### src/rtl/pattern_pkg.sv
// rtl/pattern_pkg.sv - shared constants and helpers for the pattern sequence counter
package pattern_pkg;

  // Default pattern: "101", MSB is the earliest received bit
  localparam int unsigned PAT_W_DEF = 3;
  localparam logic [2:0]  PAT_101   = 3'b101;

  // Match-counting modes, sampled on each accepted bit
  localparam logic MODE_NONOVL = 1'b0;
  localparam logic MODE_OVL    = 1'b1;

  // All-ones value of a w-bit counter, used as the saturation ceiling
  function automatic logic [31:0] sat_max(input int unsigned w);
    if (w >= 32) return 32'hFFFF_FFFF;
    return (32'd1 << w) - 32'd1;
  endfunction

endpackage

### src/rtl/pattern_window.sv
// rtl/pattern_window.sv - serial shift window and fill counter with next-state outputs
module pattern_window #(
  parameter int unsigned PAT_W  = 3,
  parameter int unsigned FILL_W = $clog2(PAT_W + 1)
) (
  input  logic              clk,
  input  logic              rst_n,
  input  logic              clr,
  input  logic              in_valid,
  input  logic              in_bit,
  input  logic              drop_fill,
  output logic [PAT_W-1:0]  next_window,
  output logic [FILL_W-1:0] next_fill
);

  localparam logic [FILL_W-1:0] FILL_FULL = FILL_W'(PAT_W);

  logic [PAT_W-1:0]  window;
  logic [FILL_W-1:0] fill;

  // Next state for an accepted bit; clr discards the bit, idle cycles hold
  always_comb begin
    next_window = window;
    next_fill   = fill;
    if (in_valid && !clr) begin
      next_window = {window[PAT_W-2:0], in_bit};
      if (fill != FILL_FULL) next_fill = fill + 1'b1;
    end
  end

  // Window/fill register; a counted non-overlap match restarts the fill
  always_ff @(posedge clk) begin
    if (!rst_n || clr) begin
      window <= '0;
      fill   <= '0;
    end else begin
      window <= next_window;
      fill   <= drop_fill ? '0 : next_fill;
    end
  end

endmodule

### src/rtl/pattern_seq_counter.sv
// rtl/pattern_seq_counter.sv - streaming pattern matcher with saturating count (option: PSC_POS_TRACK_EN)
module pattern_seq_counter
  import pattern_pkg::*;
#(
  parameter int unsigned      PAT_W   = PAT_W_DEF,
  parameter logic [PAT_W-1:0] PATTERN = PAT_101,
  parameter int unsigned      CNT_W   = 8
) (
  input  logic             clk,
  input  logic             rst_n,
  input  logic             clr,
  input  logic             in_valid,
  input  logic             in_bit,
  input  logic             overlap,
  output logic             match,
  output logic [CNT_W-1:0] count,
`ifdef PSC_POS_TRACK_EN
  output logic [15:0]      last_pos,
`endif
  output logic             ovf
);

  localparam int unsigned       FILL_W    = $clog2(PAT_W + 1);
  localparam logic [FILL_W-1:0] FILL_FULL = FILL_W'(PAT_W);
  localparam logic [CNT_W-1:0]  CNT_MAX   = CNT_W'(sat_max(CNT_W));

  logic [PAT_W-1:0]  next_window;
  logic [FILL_W-1:0] next_fill;
  logic              accept;
  logic              hit;
  logic              drop_fill;

  pattern_window #(
    .PAT_W  (PAT_W),
    .FILL_W (FILL_W)
  ) u_window (
    .clk         (clk),
    .rst_n       (rst_n),
    .clr         (clr),
    .in_valid    (in_valid),
    .in_bit      (in_bit),
    .drop_fill   (drop_fill),
    .next_window (next_window),
    .next_fill   (next_fill)
  );

  // A hit needs a freshly accepted bit completing a full window equal to the pattern
  always_comb begin
    accept    = in_valid && !clr;
    hit       = accept && (next_window == PATTERN) && (next_fill == FILL_FULL);
    drop_fill = hit && (overlap == MODE_NONOVL);
  end

  // Match pulse, saturating count and sticky overflow
  always_ff @(posedge clk) begin
    if (!rst_n || clr) begin
      match <= 1'b0;
      count <= '0;
      ovf   <= 1'b0;
    end else begin
      match <= hit;
      if (hit) begin
        if (count < CNT_MAX) count <= count + 1'b1;
        else                 ovf   <= 1'b1;
      end
    end
  end

`ifdef PSC_POS_TRACK_EN
  logic [15:0] bit_idx;

  // Index of each accepted bit; the completing bit's index is latched on a hit
  always_ff @(posedge clk) begin
    if (!rst_n || clr) begin
      bit_idx  <= '0;
      last_pos <= '0;
    end else if (accept) begin
      bit_idx <= bit_idx + 16'd1;
      if (hit) last_pos <= bit_idx;
    end
  end
`endif

endmodule
### config.mk
export PLATFORM = sky130hd
export DESIGN_NAME = pattern_seq_counter
export DESIGN_NICKNAME = d
export VERILOG_FILES = /design/src/rtl/pattern_pkg.sv /design/src/rtl/pattern_window.sv /design/src/rtl/pattern_seq_counter.sv
export SDC_FILE = /design/constraint.sdc
export NUM_CORES = 1
export LEC_CHECK = 0
export BUFFER_PORTS_ARGS = -buffer_cell sky130_fd_sc_hd__clkbuf_2
export CAP_MARGIN = 25
export CORE_MARGIN = 2
export CORE_UTILIZATION = 29
export DETAILED_ROUTE_END_ITERATION = 10
export HOLD_SLACK_MARGIN = 0.05
export PLACE_DENSITY = 0.58
export SETUP_SLACK_MARGIN = 0.2
export SLEW_MARGIN = 20
export SYNTH_ARGS = -nofsm -noshare
export SYNTH_HDL_FRONTEND = slang
export SYNTH_SLANG_ARGS = --single-unit
### constraint.sdc
create_clock -name clk -period 4 [get_ports clk]
set_input_delay 1 -clock clk [delete_from_list [all_inputs] [get_ports clk]]
set_output_delay 1 -clock clk [all_outputs]
set_load 0.02 [all_outputs]
# [Yosys cells after proc, flatten, opt, wreduce, memory -nomap -nowiden]
# Index checks and enable logic that the tools add are counted.
[classes] n_addsub=2 n_lt_le_gt_ge=1 eq_ne=3 mux=3 bitwise_logic=2 reduce_logical=10
[op_table] cell="$add 8x1->8 const B" count=1
[op_table] cell="$lt 8x8->1 const B" count=1
[op_table] cell="$logic_and 1x1->1" count=4
[op_table] cell="$mux 2" count=2
[op_table] cell="$reduce_and 2->1" count=2
[op_table] cell="$eq 3x3->1 const B" count=1
[op_table] cell="$mux 3" count=1
[op_table] cell="$add 2x1->2 const B" count=1
[op_table] cell="$eq 2x2->1 const B" count=1
[op_table] cell="$logic_not 1->1" count=2
[op_table] cell="$ne 2x2->1 const B" count=1
[op_table] cell="$not 1->1" count=2
[op_table] cell="$reduce_or 2->1" count=1
[op_table] cell="$logic_or 1x1->1" count=1
[totals] regBits=15 input_bits=6 output_inout_bits=10 wordCells=26

# [Depth between registers and ports, before layout]
# Gate-level depths: netlist of run 1.
[logic_depth] depth_word=8 depth_mapped=5 mapped_depth_nobuf=5

# [Cells and area by module]
# Synthesis of run 1 repeated with hierarchy kept, for this count alone.
[hier_totals] hier_cells=81 area_unflattened_um2=774.5
[by_module_without_submodules] mod="pattern_seq_counter" instances=1 cells_per_inst=56 area_per_inst_um2=500.5 seq_area_each_um2=200.2
[by_module_without_submodules] mod="pattern_window" instances=1 cells_per_inst=25 area_per_inst_um2=274.0 seq_area_each_um2=100.1

# [Worst setup path after synthesis of run 1]
# No wires, ideal clock.
[synth_path] kind="input-to-reg" from="input clr" to="register count[0]" setup_time_ps=71 arrival_time_ps=1871 t_required_ps=3929 setup_slack_ps=2058 cell_stages=4 path_buffers=0 cell_sequence="nand3b_4 -> or2_1 -> or3_1 -> a21oi_1"
[synth_between] elab_chain_len=7 elab_cells_between_ends=10 classes_between="eq/ne (2); mux (2); reduce/logical (6)"
[synth_lines] element="start, declared" line="pattern_seq_counter.sv:11" source="input logic clr,"
[synth_lines] element="$logic_not 1->1" line="pattern_window.sv:25, pattern_seq_counter.sv:49"
[synth_lines] element="$logic_and 1x1->1" line="pattern_window.sv:25, pattern_seq_counter.sv:49"
[synth_lines] element="$mux 3" line="pattern_window.sv:25" source="if (in_valid && !clr) begin"
[synth_lines] element="$eq 3x3->1" line="pattern_seq_counter.sv:50" source="hit = accept && (next_window == PATTERN) && (next_fill == FILL_FULL);"
[synth_lines] element="$logic_and 1x1->1 (2 in a row)" line="pattern_seq_counter.sv:50"
[synth_lines] element="$reduce_and 2->1 (no source line)"
[synth_lines] element="end signal, assigned" line="pattern_seq_counter.sv:63" source="if (count < CNT_MAX) count <= count + 1'b1;"
[synth_lines] element="end, declared" line="pattern_seq_counter.sv:16" source="output logic [CNT_W-1:0] count,"
# Parallel ways exist; a longest one is shown, timed or not.
# A chain may end at the register's enable or synchronous reset.

# [Worst setup path after layout of run 1]
[layout_path] from="register count[3]" to="output count[3]"
# No word-level cell between the ends.

==> impl_metrics.ini, run 1 <==
[clocking]
worst_setup_hold_path_clk_slew_ns = 0.09
hold_buffers = 0
cts_made_buffers = 3
ctsLongestPathBuffers = 2
clk_latency_ns = 0.28
clockRootBuffer = sky130_fd_sc_hd__clkbuf_4
post_cts_buffers = 0
cts_tree = yes
cts_resized = 0
cts.sink_count = 15
cts_htree_levels = 1

[grt]
global_route.usage.total_pct = 12.28
first_global_vias = 554
largest_net_degree_at_the_start_of_global_routing = 11
grt_antenna_before_repair = 0
global_route.overflow_total = 0
grt_first_pass_wirelength_mm = 2.408

[timing]
drv_slew = 0
worst_slew_margin_pct = 67.63
rsz0062_at_grt = false
finalSetupViolations = 0
setup_tns_ns = 0
worst-slew-pin-transition_ns = 0.4818
fin_worst_hold_slack_ns = 0.4682
finalClockSkew_ns = 0.004787
period_minus_slack_ns = 1.970
max_clock_freq_mhz = 507.6
min_period_over_period_pct = 49.25
hold_viol = 0

[floorplan]
floorplan.io_pins = 16
overall_die_area_mm2 = 0.002783
core_area_mm2 = 0.002233
die_width_um = 52.76
die_h_um = 52.76
start_util_pct = 30.87
row_count = 17

[final_layout]
final_util_pct = 36.86
antenna_cells = 0
filler_cell_count = 239
post_layout_nonfiller_instances = 122
final_layout_size_suffix_gt1_share_pct = 25.53
total_number_of_nets_in_the_final_design = 102
area_growth_pct = 19.42
layout.cells.most_common_list = 15 x sky130_fd_sc_hd__dfxtp_1, 15 x sky130_fd_sc_hd__clkbuf_2, 8 x sky130_fd_sc_hd__a21oi_1

[power_and_ir_drop]
finalPower_mw = 0.2477
p_leak_nw = 0.3376
irDropWorstVdd_uv = 178.1
p_per_area_mw_per_mm2 = 300.8

[synthesis]
netlist_area_um2 = 689.4
synth.largest_area_cell = sky130_fd_sc_hd__dfxtp_1
synthTopCellsByArea = sky130_fd_sc_hd__dfxtp_1 44%, sky130_fd_sc_hd__a21oi_1 5.8%, sky130_fd_sc_hd__nand2_1 3.8%
netlist-cell-type-count = 29
seq_area_frac_synth_pct = 43.56
synth.ff_latch_count = 15
synth_area_per_cell_um2 = 9.071
synth.net_count = 83
synth.yosys.warnings = 0
synth.top_cell.area_share_pct = 43.56
cell_count_after_synthesis = 76

[detailed_routing]
drtAntennaViolNets = 0
post_drt_wl_per_cell_um = 11.52
detailroute.via_count = 622
vias_per_cell = 5.098
drt-total-wl_mm = 1.405
drt_first_pass_iters = 4
drc = 0
drt_iter0_drc = 19

[worst_setup_path]
slowest_delay_ns = 0.47
worst_r2r_endpoint = count[6]
start_point_of_the_critical_path = count[3]
critical_path.max_fanout = 9
timing.critical_path.buf_inv = 1
crit_type = flip-flop to primary output
worst_path_max_delay_cell = sky130_fd_sc_hd__dfxtp_1
ff2ff_setup_slack_ns = 2.44
cp.arrival_ns = 0.97
path_depth = 1
startpoint_type = flip-flop
crit_chain = clkbuf_2
crit_family = flip-flops
crit_path_end = count[3]
crit_path_end_kind = primary output
worstRegToRegCells = 5
critical_path_required_ns = 3.00
r2r_start = count[0]

[placed_design]
buffer_ports.inserted = 15
place_inst = 118
routabilityCongestion = 0.7187
hpwlAfterDp_mm = 1.034

[run_status]
run_status = finished, final reports clean

[min_path]
hold_path.startpoint = u_window.fill[0]
holdCritPathClass = flip-flop to flip-flop

[flow_run]
maxCapViolations = 0
-- cells by family after synthesis --
kind of cell / after synthesis / share of synthesized area [%]
adders and majority gates: 1 / 1.815
and+or+nand+nor: 40 / 36.85
AOI/OAI and AO/OA: 18 / 15.79
buffers and inverters: 1 / 0.5439
DFF: 15 / 43.56
muxes: 1 / 1.452
-- sequential cells by signal, summed over array words and instances, names as in the netlist --
register	count
count	8
u_window.window	3
u_window.fill	2
match	1
ovf	1
-- Yosys cell counts (all sizes together) --
| master | instances |
|---|---|
| a31oi | 2 |
| a211oi | 2 |
| mux2i | 1 |
| or3 | 1 |
| or2b | 1 |
| or2 | 1 |
| dfxtp | 15 |
| nand2b | 1 |
| and4bb | 1 |
| a31o | 1 |
| nand3 | 2 |
| ha | 1 |
| nand3b | 3 |
| nor2 | 7 |
| nand4b | 1 |
| and3 | 3 |
| nor3 | 4 |
| a21oi | 8 |
| nand2 | 7 |
| a21o | 1 |
| and4b | 2 |
| and4 | 3 |
| o21ai | 4 |
| nand4 | 1 |
| nor2b | 2 |
| clkbuf | 1 |
-- how the worst min path moves through the flow --
stage,depth (start not counted),to
final,1,u_window.fill[0]
after global routing,1,u_window.fill[0]
after CTS,1,u_window.fill[0]
after detailed placement,1,u_window.fill[0]
after global placement,1,u_window.fill[0]
after floorplan,1,u_window.fill[0]
-- cell type report --
type                    instances  area [um^2]  area share [%]
clock inverters                 1        5.005          0.6079
flip-flops and latches         15        300.3           36.47
well taps                      28        35.03           4.255
multi-input cells              60        385.4           46.81
clock buffers                   3        22.52           2.736
repair buffers                 15        75.07           9.119
-- through the flow --
stage	cell area (um^2)	worst slack, ns
2_1_floorplan	689.4	2.058
3_3_place_gp	795.8	1.866
3_5_place_dp	795.8	1.815
4_1_cts	823.3	2.016
5_1_grt	823.3	1.959
6_report	823.3	2.030
-- metal layers --
layer / part of all wire, % / GRT usage, %
met5: 0 / 0
met4: 0.57 / 3.419
met3: 7.1 / 6.286
met2: 45 / 17.92
met1: 47 / 15.69
-- report_power, final --
part,internal [mW],total (mW),switching (mW)
Sequential,0.150,0.150,0.000495
Combinational,0.00483,0.0118,0.00701
Clock,0.0371,0.0855,0.0484
Note: power is estimated with default switching activity, not from simulation.
==> inputs of run 2 (changes only) <==
--- a/config.mk
+++ b/config.mk
@@ -11,7 +11,7 @@
 export CORE_UTILIZATION = 29
 export DETAILED_ROUTE_END_ITERATION = 10
 export HOLD_SLACK_MARGIN = 0.05
-export PLACE_DENSITY = 0.58
+export PLACE_DENSITY = 0.6
 export SETUP_SLACK_MARGIN = 0.2
 export SLEW_MARGIN = 20
 export SYNTH_ARGS = -nofsm -noshare
==> constraint.sdc (replaced) <==
create_clock -name clk -period 1.6 [get_ports clk]
set_input_delay 0.4 -clock clk [delete_from_list [all_inputs] [get_ports clk]]
set_output_delay 0.4 -clock clk [all_outputs]
set_load 0.02 [all_outputs]
==> run 2 against run 1 <==
Against the previous run: count of clock-buffer cells in the layout unchanged; via count increased by 6.8%; sequential power rose by 150%; critical path type is now flip-flop to flip-flop; critical endpoint is now count[0].
==> impl_metrics.ini, run 2 (synthesized netlist as in run 1, its figures left out) <==
[worst_setup_path]
cp.arrival_ns = 1.60
crit_family = simple AND/OR/NAND/NOR gates
crit_chain = nand3b_1 > or2_1 > or3_1 > a21oi_1
startpoint_type = flip-flop
timing.critical_path.buf_inv = 0
start_point_of_the_critical_path = u_window.window[0]
slowest_delay_ns = 0.34
crit_path_end_kind = flip-flop
critical_path.max_fanout = 3
crit_type = flip-flop to flip-flop
critical_path_required_ns = 1.82
r2r_start = u_window.window[0]
worst_path_max_delay_cell = sky130_fd_sc_hd__dfxtp_2

[clocking]
cts_made_buffers = 3
clockRootBuffer = sky130_fd_sc_hd__clkbuf_4
hold_buffers = 0
cts_htree_levels = 1
clk_latency_ns = 0.28
cts.sink_count = 15
worst_setup_hold_path_clk_slew_ns = 0.09
ctsLongestPathBuffers = 2
cts_tree = yes

[grt]
grt_antenna_before_repair = 0
first_global_vias = 573
grt_first_pass_wirelength_mm = 2.421
global_route.usage.total_pct = 11.90
global_route.overflow_total = 0
largest_net_degree_at_the_start_of_global_routing = 10

[detailed_routing]
drt_iter0_drc = 7
vias_per_cell = 5.228
drtAntennaViolNets = 0
drc = 0
drt_first_pass_iters = 4
detailroute.via_count = 664
drt-total-wl_mm = 1.560
post_drt_wl_per_cell_um = 12.28

[floorplan]
die_width_um = 52.76
floorplan.io_pins = 16
row_count = 17
start_util_pct = 30.87
die_h_um = 52.76
core_area_mm2 = 0.002233
overall_die_area_mm2 = 0.002783

[timing]
period_minus_slack_ns = 1.385
max_clock_freq_mhz = 721.9
finalClockSkew_ns = 0.006692
worst_slew_margin_pct = 76.97
drv_slew = 0
worst-slew-pin-transition_ns = 0.3447
timing.final.ws_setup_ns = 0.2148
min_period_over_period_pct = 86.58
hold_viol = 0
finalSetupViolations = 0
rsz0062_at_grt = true
setup_tns_ns = 0
fin_worst_hold_slack_ns = 0.4475

[placed_design]
routabilityCongestion = 0.6957
placed_cell_area_um2 = 817.0
dpl_worst_slack_ns = 0.06717
buffer_ports.inserted = 15

[final_layout]
largest_reg_flops = 8
layout.cells.most_common_list = 15 x sky130_fd_sc_hd__clkbuf_2, 10 x sky130_fd_sc_hd__dfxtp_1, 8 x sky130_fd_sc_hd__a21oi_1
registers_with_the_most_flip_flops = count: 8 flops, u_window.window: 3 flops, u_window.fill: 2 flops
filler_cell_count = 237
final_util_pct = 40.11
max_flop_register = count
stdcell_area_um2 = 895.9
most_frequent_standard_cell_in_the_layout_excluding_fill_and_tap_cells = sky130_fd_sc_hd__clkbuf_2
final_layout_size_suffix_gt1_share_pct = 37.37
area_growth_pct = 29.95
antenna_cells = 0
total_number_of_nets_in_the_final_design = 107

[min_path]
hold_path.startpoint = overlap
holdCritPathClass = input port to flip-flop

[run_status]
run_status = finished, final reports clean

[power_and_ir_drop]
p_leak_nw = 0.3931
p_per_area_mw_per_mm2 = 696.3
irDropWorstVdd_uv = 470.6

[flow_run]
maxCapViolations = 0
[run 2: worst min-delay path: cells and delay by family]
| kind | cells | cell delay, ns |
|---|---|---|
| AOI/OAI and AO/OA | 1 | 0.11 |
| and+or+nand+nor | 1 | 0.11 |
| buffers and inverters | 1 | 0.07 |
[run 2: what timing repair did]
item / in CTS / in global routing
pin swaps: 1 / 3
resized for setup: 0 / 11
gates cloned: 0 / 0
buffers inserted: 1 / 2
setup endpoints to repair: 3 / 7
endpoints found under the hold margin: 0 / 0
[run 2: final timing paths]
path,to,slack [ns],depth (start not counted)
worst min register to register,count[5],0.47,1
worst max-delay path,count[0],0.21,4
worst min-delay path,u_window.fill[1],0.45,3
worst max register to register,count[0],0.21,4
[run 2: area by class of cell]
| type | instances | area, um^2 | area share (%) |
|---|---|---|---|
| Multi-Input combinational cell | 60 | 407.9 | 45.53 |
| Clock buffer | 3 | 22.52 | 2.514 |
| Timing Repair Buffer | 20 | 116.4 | 12.99 |
| Tap cell | 28 | 35.03 | 3.911 |
| Clock inverter | 1 | 5.005 | 0.5587 |
| Sequential cell | 15 | 309.0 | 34.50 |
[run 2: metal layers]
layer | wire length (um) | track usage (%) | up-vias
met5 | 0 | 0 | -
met4 | 7 | 2.564 | 0
met3 | 94 | 5.429 | 2
met2 | 746 | 19.17 | 24
met1 | 712 | 14.41 | 305
li1 | - | - | 333
[run 2: through the flow]
step	total power, mW	cells
detailed placement	0.4161	120
floorplan	0.4015	76
global placement	0.4159	120
global route	0.6625	127
CTS	0.6345	125
finish	0.6238	127
[run 2: where the power goes]
part / switching, mW / internal [mW]
combinational: 0.0190 / 0.0143
sequential: 0.00126 / 0.373
clock: 0.123 / 0.0928
